--- config.mk ---
export PLATFORM = sky130hd
export DESIGN_NAME = fu_issue_sequencer
export DESIGN_NICKNAME = d
export VERILOG_FILES = /design/src/rtl/fu_issue_sequencer.sv
export SDC_FILE = /design/constraint.sdc
export NUM_CORES = 1
export LEC_CHECK = 0
export BUFFER_PORTS_ARGS = -buffer_cell sky130_fd_sc_hd__buf_2
export CAP_MARGIN = 25
export CELL_PAD_IN_SITES_DETAIL_PLACEMENT = 0
export CELL_PAD_IN_SITES_GLOBAL_PLACEMENT = 1
export CORE_ASPECT_RATIO = 0.8
export CORE_MARGIN = 3
export CORE_UTILIZATION = 44
export CTS_CLUSTER_DIAMETER = 120
export DETAILED_ROUTE_END_ITERATION = 10
export HOLD_SLACK_MARGIN = 0.05
export PLACE_DENSITY_LB_ADDON = 0.2
export SYNTH_ARGS = -nofsm -noshare
export SYNTH_HDL_FRONTEND = slang
export SYNTH_SLANG_ARGS = --single-unit
--- constraint.sdc ---
create_clock -name clk -period 5.2 [get_ports clk]
set_clock_uncertainty 0.2 [all_clocks]
set_input_delay 0 -clock clk [delete_from_list [all_inputs] [get_ports clk]]
set_output_delay 0 -clock clk [all_outputs]
set_load 0.01 [all_outputs]
--- src/rtl/fu_issue_sequencer.sv ---
// fu_issue_sequencer: DE-side driver that turns one ALU request into the FU_STAGE strobe
// sequence (aluop, op1, op2 writes, then op3 read) and returns the captured result.
module fu_issue_sequencer #(
    parameter int DBITS          = 32,
    parameter int ALUOPBITS      = 4,
    parameter int TIMEOUT_CYCLES = 1024
) (
    input  logic                 clk,
    input  logic                 reset_n,
    input  logic                 req_valid,
    output logic                 req_ready,
    input  logic [ALUOPBITS-1:0] req_aluop,
    input  logic [DBITS-1:0]     req_op1,
    input  logic [DBITS-1:0]     req_op2,
    output logic                 rsp_valid,
    input  logic                 rsp_ready,
    output logic [DBITS-1:0]     rsp_data,
    output logic [DBITS+3:0]     from_DE_to_FU,
    input  logic [DBITS+2:0]     from_FU_to_DE,
    output logic                 err_timeout,
    output logic [15:0]          ops_done
);
    localparam int TW = (TIMEOUT_CYCLES > 2) ? $clog2(TIMEOUT_CYCLES) : 1;
    localparam logic [TW-1:0] TIMER_LAST = TW'(TIMEOUT_CYCLES - 1);

    typedef enum logic [2:0] {IDLE, S_ALUOP, S_OP1, S_OP2, WAIT_RES, S_READ, RESP} state_t;

    typedef struct packed {
        logic [ALUOPBITS-1:0] aluop;
        logic [DBITS-1:0]     op1;
        logic [DBITS-1:0]     op2;
    } req_t;

    // Field order matches the from_DE_to_FU bus layout, so the struct maps straight onto it.
    typedef struct packed {
        logic             rd_op3;
        logic [DBITS-1:0] wr_data;
        logic             wr_op2;
        logic             wr_op1;
        logic             wr_aluop;
    } strobe_t;

    state_t           state, state_nxt;
    req_t             req_q, req_nxt;
    strobe_t          strb_q, strb_nxt;
    logic             rsp_valid_q, rsp_valid_nxt;
    logic [DBITS-1:0] rsp_data_q, rsp_data_nxt;
    logic             err_q, err_nxt;
    logic [15:0]      ops_q, ops_nxt;
    logic [TW-1:0]    timer_q, timer_nxt;

    logic [DBITS-1:0] op3;
    logic             op2_taken, res_valid, unused_csr;

    assign op3        = from_FU_to_DE[DBITS-1:0];
    assign op2_taken  = from_FU_to_DE[DBITS];
    assign unused_csr = from_FU_to_DE[DBITS+1];
    assign res_valid  = from_FU_to_DE[DBITS+2];

    always_comb begin
        state_nxt     = state;
        req_nxt       = req_q;
        rsp_valid_nxt = rsp_valid_q;
        rsp_data_nxt  = rsp_data_q;
        err_nxt       = err_q;
        ops_nxt       = ops_q;
        timer_nxt     = timer_q;
        strb_nxt      = '0;

        unique case (state)
            IDLE: begin
                if (req_valid) begin
                    state_nxt = S_ALUOP;
                    req_nxt   = '{aluop: req_aluop, op1: req_op1, op2: req_op2};
                end
            end
            S_ALUOP: state_nxt = S_OP1;
            S_OP1:   state_nxt = S_OP2;
            S_OP2: begin
                if (op2_taken) state_nxt = WAIT_RES;
            end
            WAIT_RES: begin
                if (res_valid) begin
                    rsp_data_nxt = op3;
                    timer_nxt    = '0;
                    state_nxt    = S_READ;
                end else if (timer_q == TIMER_LAST) begin
                    // Timer parks at the limit; the error flag stays up until reset.
                    err_nxt = 1'b1;
                end else begin
                    timer_nxt = timer_q + TW'(1);
                end
            end
            S_READ: begin
                state_nxt     = RESP;
                ops_nxt       = ops_q + 16'd1;
                rsp_valid_nxt = 1'b1;
            end
            RESP: begin
                if (rsp_ready) begin
                    state_nxt     = IDLE;
                    rsp_valid_nxt = 1'b0;
                end
            end
            default: state_nxt = IDLE;
        endcase

        // Strobes are a function of the state being entered, so they register on the entry edge.
        case (state_nxt)
            S_ALUOP: begin
                strb_nxt.wr_aluop = 1'b1;
                strb_nxt.wr_data  = DBITS'(req_nxt.aluop);
            end
            S_OP1: begin
                strb_nxt.wr_op1  = 1'b1;
                strb_nxt.wr_data = req_nxt.op1;
            end
            S_OP2: begin
                strb_nxt.wr_op2  = 1'b1;
                strb_nxt.wr_data = req_nxt.op2;
            end
            S_READ:  strb_nxt.rd_op3 = 1'b1;
            default: ;
        endcase
    end

    always_ff @(posedge clk or negedge reset_n) begin
        if (!reset_n) begin
            state       <= IDLE;
            req_q       <= '0;
            strb_q      <= '0;
            rsp_valid_q <= 1'b0;
            rsp_data_q  <= '0;
            err_q       <= 1'b0;
            ops_q       <= '0;
            timer_q     <= '0;
        end else begin
            state       <= state_nxt;
            req_q       <= req_nxt;
            strb_q      <= strb_nxt;
            rsp_valid_q <= rsp_valid_nxt;
            rsp_data_q  <= rsp_data_nxt;
            err_q       <= err_nxt;
            ops_q       <= ops_nxt;
            timer_q     <= timer_nxt;
        end
    end

    // Gated with reset_n so nothing is offered while the block is held in reset.
    assign req_ready     = (state == IDLE) && reset_n;
    assign rsp_valid     = rsp_valid_q;
    assign rsp_data      = rsp_data_q;
    assign from_DE_to_FU = strb_q;
    assign err_timeout   = err_q;
    assign ops_done      = ops_q;

endmodule

==> flow_metrics.tcl <==
set metrics [dict create \
    outcome "completed" \
    start_util 0.460 \
    critPathTopFamily "simple AND/OR/NAND/NOR gates" \
    slowest_delay_ns 0.79 \
    yosysTopAreaCell "dfrtp_1" \
    rows 38 \
    crit_required_ns 5.31 \
    vias 4668 \
    die_height_um 114 \
    drc_errors 0 \
    ys_warn_count 0 \
    dp_hpwl_um 9540 \
    cts_buffers 17 \
    io_buffers 192 \
    synth_top_area_share 0.638 \
    synth_area_leaders "dfrtp_1, mux2_1, a22o_1, xnor2_1, nand2_1" \
    synth_nets 546 \
    swShare 0.323 \
    die_area_mm2 0.0160 \
    layout-drive-gt1-share 0.317 \
    synthDistinctLibCells 48 \
    slew_viol_final 0 \
    grt-ovfl-total 0 \
    fin_nets 843 \
    cts.sinks 163 \
    rsz0062_at_grt "no" \
    core_area_mm2 0.0139 \
    drt-total-wl_um 15300 \
    worstMarginPinSlew_ns 0.945 \
    postSynthAreaPerCell_um2 14.6 \
    period_needed_ns 2.57 \
    post_drt_wl_per_cell_um 16.5 \
    h-tree-depth 4 \
    final_common_cell "buf_2" \
    antenna_found_initial 0 \
    pwr-share-comb 0.309 \
    synth_seq_cells 163 \
    grt_pass1_vias 5090 \
    clk_pin_slew_ns 0.06 \
    cts_setup_buffers 0 \
    fp.dieW_um 141 \
    period_share 0.495 \
    syn_to_final_growth_pct 43.1 \
    crit_path_max_fanout 70 \
    critical_path.slowest_cell "and2_4" \
    pwr-share-clk 0.257 \
    seqCellArea_mm2 0.00408 \
    ctsRootBufferMaster "clkbuf_16" \
    switchingPower_mw 1.54 \
    num_io_pins 194 \
    grt_pass1_wl_um 25800 \
    p_seq_frac 0.434 \
    grt_use_total 0.203 \
    critPathBufInv 0 \
    cts-resized-gates 0 \
    rrSetupSlack_ns 2.63 \
    finalHoldViolations 0 \
    fin_tns_setup_ns 0 \
    diodes 0 \
    p_int_mw 3.22 \
    clock_path_buffers 2 \
    clock_latency_ns 0.42 \
    min_path_type "in2reg" \
    multi_input_area_mm2 0.00217 \
    fillCellCount 1001 \
    layout_common_cells "buf_2, dfrtp_1, dlygate4sd3_1" \
    cts_tree "built" \
    crit_arrival_ns 2.68 \
    max_freq_ghz 0.389 \
    path_cells "nor3_1, and2_4, mux2_1, a22o_1" \
    ys_seq_area_frac 0.638 \
    grt_max_degree 109 \
    ir_drop_uv 295 \
    max-cap-violations 0 \
    ant_nets 0 \
    gp_congestion 0.781 \
    viasPerCell 5.04 \
    max_slew_margin 0.370 \
    finalSetupViolCount 0 \
    endpoint_kind "flip-flop" \
    critPathKind "reg2reg" \
    p_leak_nw 4.51 \
    totalPowerFinal_mw 4.76 \
    synth_cells 437 \
    start_kind "flip-flop" \
    synth.cell_area_mm2 0.00639 \
    dr.first_iter.drc_count 208 \
    drtPass1Iterations 4 \
    power_density_mw_per_mm2 520 \
]
## sequential cells by signal, indices dropped and copies added (netlist names)
| signal | flops |
|---|---|
| rsp_data | 32 |
| err_timeout | 1 |
| state | 3 |
| ops_done | 16 |
| req_q | 64 |
| timer_q | 10 |
| rsp_valid | 1 |
| from_DE_to_FU | 36 |
## Yosys cell counts (all sizes together)
cell type,number
dfrtp,163
mux2,97
a22o,32
buf,16
nand2,15
xnor2,12
nand3,11
nor2,8
a21oi,7
clkbuf,7
nand4,7
and3,6
inv,6
o21ai,6
a21o,5
nor3,4
xor2,4
and2,3
a31o,2
ha,2
nor3b,2
o211ai,2
or3,2
a2111oi,1
a31oi,1
a32o,1
a41oi,1
and3b,1
and4,1
and4b,1
nand3b,1
nand4b,1
nor2b,1
nor4,1
o211a,1
o21a,1
o21bai,1
o22a,1
o22ai,1
or2,1
or3b,1
## worst register-to-register path: stages (launching register included)
cell and delay [ns]:
dfrtp_1 0.51, nor3_1 0.28, and2_4 0.79, mux2_1 0.49, a22o_1 0.19
## per-stage QoR
step           worst slack, ns  cell area, µm²   util  hold slack, ns  cells
2_1_floorplan             3.29            6390      -          -0.496    437
4_1_cts                   2.60            9110  0.656          0.0752    925
3_3_place_gp              2.68            7480  0.539        -0.00591    788
5_1_grt                   2.43            9150  0.659           0.130    927
3_5_place_dp              2.62            7480  0.539        -0.00129    788
6_report                  2.63            9150  0.659          0.0963    927
## timing repair
item                                   CTS  global route
endpoints found under the hold margin  250             5
setup endpoints to repair                0             0
hold buffers                           105             1
## path summary, 6_finish.rpt
path | start | end | cells after the start
max | state[1] | from_DE_to_FU[25] | 4
min | req_valid | from_DE_to_FU[0] | 2
max reg2reg | state[1] | from_DE_to_FU[25] | 4
min reg2reg | err_timeout | err_timeout | 1
max in group asynchronous | reset_n | state[1] | 5
min in group asynchronous | reset_n | timer_q[4] | 3
## area by class of cell
type	count	share of cell area
repair buffers	301	0.226
inverters	6	0.00246
clock buffers	19	0.0495
clock inverters	13	0.0137
flip-flops and latches	163	0.446
well taps	180	0.0246
multi-input cells	245	0.238
## per-layer routing
metal | GRT usage | wire [µm] | vias up
li1 | - | - | 2168
met1 | 0.255 | 6470 | 2329
met2 | 0.332 | 7480 | 144
met3 | 0.0595 | 1020 | 27
met4 | 0.0820 | 349 | 0
met5 | 0 | 0 | -
## power by group through the flow
| stage | Sequential, mW | Combinational, mW | Clock, mW |
|---|---|---|---|
| after CTS | 2.06 | 1.49 | 1.24 |
| after global placement | 2.05 | 1.36 | 0 |
| final | 2.06 | 1.47 | 1.22 |
| after floorplan | 2.12 | 0.842 | 0 |
| after global routing | 2.13 | 1.63 | 1.31 |
| after detailed placement | 2.08 | 1.41 | 0 |
## cells by family after synthesis
| logic type | Yosys count | share of synthesized area |
|---|---|---|
| flops | 163 | 0.638 |
| mux | 97 | 0.171 |
| simple gates | 67 | 0.0626 |
| compound gates | 63 | 0.0795 |
| buf+inv | 29 | 0.0231 |
| xor+xnor | 16 | 0.0219 |
| fa+ha+maj | 2 | 0.00391 |
No activity file was read; power rests on OpenSTA's default activity.
